===== src/rtl/fifo_wr_ptr_full_if.sv =====
// Write-side bus of the async FIFO pointer controller: producer request,
// synchronized read pointer in, memory write port and status flags out.
interface fifo_wr_ptr_full_if #(
    parameter int unsigned ADDR_WIDTH = 3
);
    logic                  w_inc;
    logic                  ovf_clr;
    logic [ADDR_WIDTH:0]   sync_rd_ptr;
    logic [ADDR_WIDTH-1:0] w_addr;
    logic                  wr_en;
    logic [ADDR_WIDTH:0]   gray_wr_ptr;
    logic                  full;
    logic                  almost_full;
    logic [ADDR_WIDTH:0]   free_cnt;
    logic                  overflow;

    modport master (
        output w_inc, ovf_clr, sync_rd_ptr,
        input  w_addr, wr_en, gray_wr_ptr, full, almost_full, free_cnt, overflow
    );

    modport slave (
        input  w_inc, ovf_clr, sync_rd_ptr,
        output w_addr, wr_en, gray_wr_ptr, full, almost_full, free_cnt, overflow
    );
endinterface


===== src/rtl/fifo_wr_ptr_full.sv =====
// Write-domain pointer and status controller of the async FIFO: binary/Gray
// write pointer, registered full/almost-full/free-count and sticky overflow.
module fifo_wr_ptr_full #(
    parameter int unsigned ADDR_WIDTH = 3,
    parameter int unsigned AF_THRESH  = 2
) (
    input logic               clk,
    input logic               rst_n,
    fifo_wr_ptr_full_if.slave bus
);
    localparam int unsigned PtrW  = ADDR_WIDTH + 1;
    localparam int unsigned Depth = 1 << ADDR_WIDTH;
    // Inverting the top two Gray bits of the read pointer gives the write
    // pointer value that sits exactly one full lap ahead of it.
    localparam logic [PtrW-1:0] FullMask = PtrW'(3) << (PtrW - 2);

    logic [PtrW-1:0] wbin_q, wbin_d;
    logic [PtrW-1:0] gray_q, gray_d;
    logic [PtrW-1:0] free_q, free_d;
    logic [PtrW-1:0] rbin;
    logic            full_q, full_d;
    logic            af_q, af_d;
    logic            ovf_q, ovf_d;
    logic            accept;

    assign accept = bus.w_inc & ~full_q;

    always_comb begin
        rbin = '0;
        for (int i = 0; i < PtrW; i++) begin
            rbin[i] = ^(bus.sync_rd_ptr >> i);
        end
    end

    always_comb begin
        wbin_d = accept ? wbin_q + PtrW'(1) : wbin_q;
        gray_d = wbin_d ^ (wbin_d >> 1);
        full_d = (gray_d == (bus.sync_rd_ptr ^ FullMask));
        free_d = PtrW'(Depth) - (wbin_d - rbin);
        af_d   = (free_d <= PtrW'(AF_THRESH));
        // Set takes priority over clear.
        ovf_d  = (bus.w_inc & full_q) | (ovf_q & ~bus.ovf_clr);
    end

    always_ff @(posedge clk or negedge rst_n) begin
        if (!rst_n) begin
            wbin_q <= '0;
            gray_q <= '0;
            full_q <= 1'b0;
            af_q   <= 1'b0;
            free_q <= PtrW'(Depth);
            ovf_q  <= 1'b0;
        end else begin
            wbin_q <= wbin_d;
            gray_q <= gray_d;
            full_q <= full_d;
            af_q   <= af_d;
            free_q <= free_d;
            ovf_q  <= ovf_d;
        end
    end

    assign bus.wr_en       = accept;
    assign bus.w_addr      = wbin_q[ADDR_WIDTH-1:0];
    assign bus.gray_wr_ptr = gray_q;
    assign bus.full        = full_q;
    assign bus.almost_full = af_q;
    assign bus.free_cnt    = free_q;
    assign bus.overflow    = ovf_q;
endmodule


===== src/flat_wrapper.sv =====
// flat-port wrapper written by rule: the top's interface ports become plain ports
module fifo_wr_ptr_full_flat 
#(
    parameter int unsigned ADDR_WIDTH = 3,
    parameter int unsigned AF_THRESH  = 2
)
  (clk, rst_n, bus_w_inc, bus_ovf_clr, bus_sync_rd_ptr, bus_w_addr, bus_wr_en, bus_gray_wr_ptr, bus_full, bus_almost_full, bus_free_cnt, bus_overflow);
  fifo_wr_ptr_full_if #(.ADDR_WIDTH(ADDR_WIDTH)) bus_i ();
  input logic clk;
  input logic rst_n;
  input wire logic [$bits(bus_i.w_inc)-1:0] bus_w_inc;
  input wire logic [$bits(bus_i.ovf_clr)-1:0] bus_ovf_clr;
  input wire logic [$bits(bus_i.sync_rd_ptr)-1:0] bus_sync_rd_ptr;
  output wire logic [$bits(bus_i.w_addr)-1:0] bus_w_addr;
  output wire logic [$bits(bus_i.wr_en)-1:0] bus_wr_en;
  output wire logic [$bits(bus_i.gray_wr_ptr)-1:0] bus_gray_wr_ptr;
  output wire logic [$bits(bus_i.full)-1:0] bus_full;
  output wire logic [$bits(bus_i.almost_full)-1:0] bus_almost_full;
  output wire logic [$bits(bus_i.free_cnt)-1:0] bus_free_cnt;
  output wire logic [$bits(bus_i.overflow)-1:0] bus_overflow;
  assign bus_i.w_inc = bus_w_inc;
  assign bus_i.ovf_clr = bus_ovf_clr;
  assign bus_i.sync_rd_ptr = bus_sync_rd_ptr;
  assign bus_w_addr = bus_i.w_addr;
  assign bus_wr_en = bus_i.wr_en;
  assign bus_gray_wr_ptr = bus_i.gray_wr_ptr;
  assign bus_full = bus_i.full;
  assign bus_almost_full = bus_i.almost_full;
  assign bus_free_cnt = bus_i.free_cnt;
  assign bus_overflow = bus_i.overflow;
  fifo_wr_ptr_full #(.ADDR_WIDTH(ADDR_WIDTH), .AF_THRESH(AF_THRESH)) u_core (.clk(clk), .rst_n(rst_n), .bus(bus_i));
endmodule

===== config.mk =====
export PLATFORM = sky130hd
export DESIGN_NAME = fifo_wr_ptr_full_flat
export DESIGN_NICKNAME = d
export VERILOG_FILES = /design/src/rtl/fifo_wr_ptr_full_if.sv /design/src/rtl/fifo_wr_ptr_full.sv /design/src/flat_wrapper.sv
export SDC_FILE = /design/constraint.sdc
export NUM_CORES = 1
export LEC_CHECK = 0
export CORE_MARGIN = 1.5
export CORE_UTILIZATION = 46
export CTS_CLUSTER_DIAMETER = 200
export DETAILED_ROUTE_END_ITERATION = 8
export PLACE_DENSITY = 0.77
export SYNTH_ARGS = -nofsm -noshare
export SYNTH_HDL_FRONTEND = slang
export SYNTH_SLANG_ARGS = --single-unit

===== constraint.sdc =====
create_clock -name clk -period 3.2 [get_ports clk]
set_clock_uncertainty 0.05 [all_clocks]
set_input_delay 0.8 -clock clk [delete_from_list [all_inputs] [get_ports clk]]
set_output_delay 0.8 -clock clk [all_outputs]
set_load 0.02 [all_outputs]

==> impl_metrics.toml <==
[final_layout]
nNetsFinal = 118
fillCellCount = 112
post-route-util = 0.710
final_area_mm2 = 0.00120
multi_input_area_um2 = 462
syn_to_final_growth_pct = 46.5
final-seq-area_um2 = 352
diodes = 0
drive_gt1_frac = 0.311

[placement]
numPortBuffers = 22
place.gp.congestion = 0.765
pre_cts_slack_ns = -0.256
placed_area_mm2 = 0.00112
dp_hpwl_mm = 1.13

[route]
avgViaCountPerCell = 4.83
wire_per_inst_um = 11.9
drt_first_pass_iters = 4
vias = 580
drc = 0
drt_iter0_drc = 2
drt-total-wl_mm = 1.43
ant_nets = 0

[yosys]
synth_cells = 66
synthXorXnorAreaFrac = 0.171
synth-edff-count = 0
ys_types = 29
synth_nets = 80
synth_compound_area_frac = 0.0979
synthTopCellsByArea = "dfrtp_1 40%, ha_1 7.6%, xnor2_1 7.5%"
synthArstFlopShare = 1.00
synth_top_family_by_area = "XOR/XNOR gates"
yosysSeqAreaShare = 0.430
yosys.area_share.simple = 0.116
yosysTopAreaCell = "dfrtp_1"
synthTopCellsByCount = "13 x dfrtp_1, 7 x xnor2_1, 5 x ha_1, 5 x inv_1, 4 x xor2_1"
ys_ff_latch = 14
yosysMostFrequentCell = "dfrtp_1"
muxShareOfSynthArea = 0.0428
synth_area_um2 = 818
ys_warn_count = 0
synthAdderAreaFrac = 0.101
ys.flop_type = "dfrtp_1"
synth.top_cell.area_share = 0.398
avgSynthCellArea_um2 = 12.4

[floorplan]
io-pin-count = 23
die-area_mm2 = 0.00204
die_h_um = 45.2
coreArea_mm2 = 0.00169
core.rowCount = 15
initial_core_util = 0.484
dieWidth_um = 45.2

[global_route]
grt_pass1_vias = 549
grt_max_degree = 15
grt_first_pass_wirelength_mm = 2.28
grt_usage = 0.159
antenna_found_initial = 0
grt_overflow_total = 0

[worst_setup_path]
startpoint = "bus_w_inc"
cp.required_ns = 3.35
cp-start-kind = "input pin"
reg2reg_from = "u_core.wbin_q[0]"
worst-setup-path-type = "input pin to flip-flop"
worstSetupEndpointType = "flip-flop"
crit_arrival_ns = 3.22
rr_endpoint = "u_core.bus.almost_full"
crit_end = "u_core.bus.almost_full"
cp_max_fo = 3
r2r_setup_slack_ns = 0.50
rr_worst_depth = 9

[timing]
period_share = 0.960
setup_viol = 0
worst_slack_ns = 0.129
hold_viol = 0
rsz0062_at_grt = "false"
hold_ws_ns = 0.486
slew_violations = 0
worst_slew_pin_slew_ns = 0.588
clock.fmax_mhz = 326
period_needed_ns = 3.07
slew-limit-headroom = 0.606

[cts]
clk_pin_slew_ns = 0.09
cts_hold_buf = 0
cts_max_level = 1
cts_root_buffer = "clkbuf_4"
clk_latency_ns = 0.28
cts_made_buffers = 3
clockBufferDepth = 2
cts_tree = "yes"
clkSinkCount = 14

[power_and_ir_drop]
ir_drop_mv = 0.744
power_leakage_nw = 0.536
finalPower_mw = 1.42
powerDensity_mw_per_mm2 = 1180

[min_path]
hp-class = "flip-flop to flip-flop"
hold_path_depth = 2

[status]
outcome = "completed"

[run]
max_cap_violations = 0
==> worst max-delay path, stage by stage <==
cell             delay [ns]
clkdlybuf4s50_1        0.48
nor2b_4                0.18
mux2i_2                0.25
ha_1                   0.27
ha_1                   0.22
fa_2                   0.34
xnor2_1                0.19
xnor2_1                0.16
xnor2_1                0.12
a211oi_1               0.21
==> routing by layer <==
layer  vias up  global-route usage  routed length, µm
met1       274               0.204                649
met5         -                   0                  0
met3         0              0.0240                 40
met4         0              0.0882                  0
li1        290                   -                  -
met2        16               0.257                738
==> worst min path at each step <==
stage	start	end	slack (ns)
finish	u_core.bus.overflow	u_core.bus.overflow	0.49
global placement	u_core.bus.overflow	u_core.bus.overflow	0.48
detailed placement	u_core.bus.overflow	u_core.bus.overflow	0.47
global route	u_core.bus.overflow	u_core.bus.overflow	0.51
floorplan	rst_n	u_core.bus.almost_full	0.45
CTS	u_core.bus.overflow	u_core.bus.overflow	0.49
==> layout make-up <==
cell class,instances,area share
clock buffer,4,0.0219
inverter,6,0.0188
multi-input combinational,45,0.385
sequential,14,0.293
tap,17,0.0177
timing repair buffer,34,0.263
==> placed cells by master (no fill, tap or decap), types with 3 or more instances in the layout <==
cell and instances:
nor2b_1 3, dfrtp_1 13, ha_1 5, clkdlybuf4s50_1 20
nand2b_1 3, inv_1 5, buf_4 12, xor2_2 3
xnor2_1 7, clkbuf_4 3
==> timing repair <==
item,4_1_cts,5_1_grt
resized for setup,0,7
buffers inserted,0,2
setup endpoints to repair,0,2
==> registers in the layout, indices dropped and copies added (netlist names) <==
signal / cells
u_core.bus.full: 1
u_core.bus.almost_full: 1
u_core.wbin_q: 3
u_core.bus.overflow: 1
u_core.bus.free_cnt: 4
u_core.bus.gray_wr_ptr: 4
==> metrics by stage <==
stage / setup TNS [ns] / cells
floorplan: 0 / 66
global placement: -0.297 / 114
detailed placement: -0.369 / 114
CTS: 0 / 118
global route: 0 / 120
finish: 0 / 120
==> kinds of logic (layout without fill, tap and decap cells) <==
group / count (synthesis) / after routing
muxes: 3 / 3
xor gates and xnor gates: 13 / 13
DFF: 14 / 14
buffers and inverters: 7 / 44
adders and majority gates: 6 / 6
and+or+nand+nor: 14 / 14
AOI/OAI and AO/OA: 9 / 9
==> power by group <==
part	total [mW]	leakage (nW)	internal (mW)	switching, mW
clock network	0.103	0.0150	0.0483	0.0547
registers	0.347	0.167	0.278	0.0687
logic	0.969	0.354	0.517	0.452
Power figures use the tool's default switching activity.
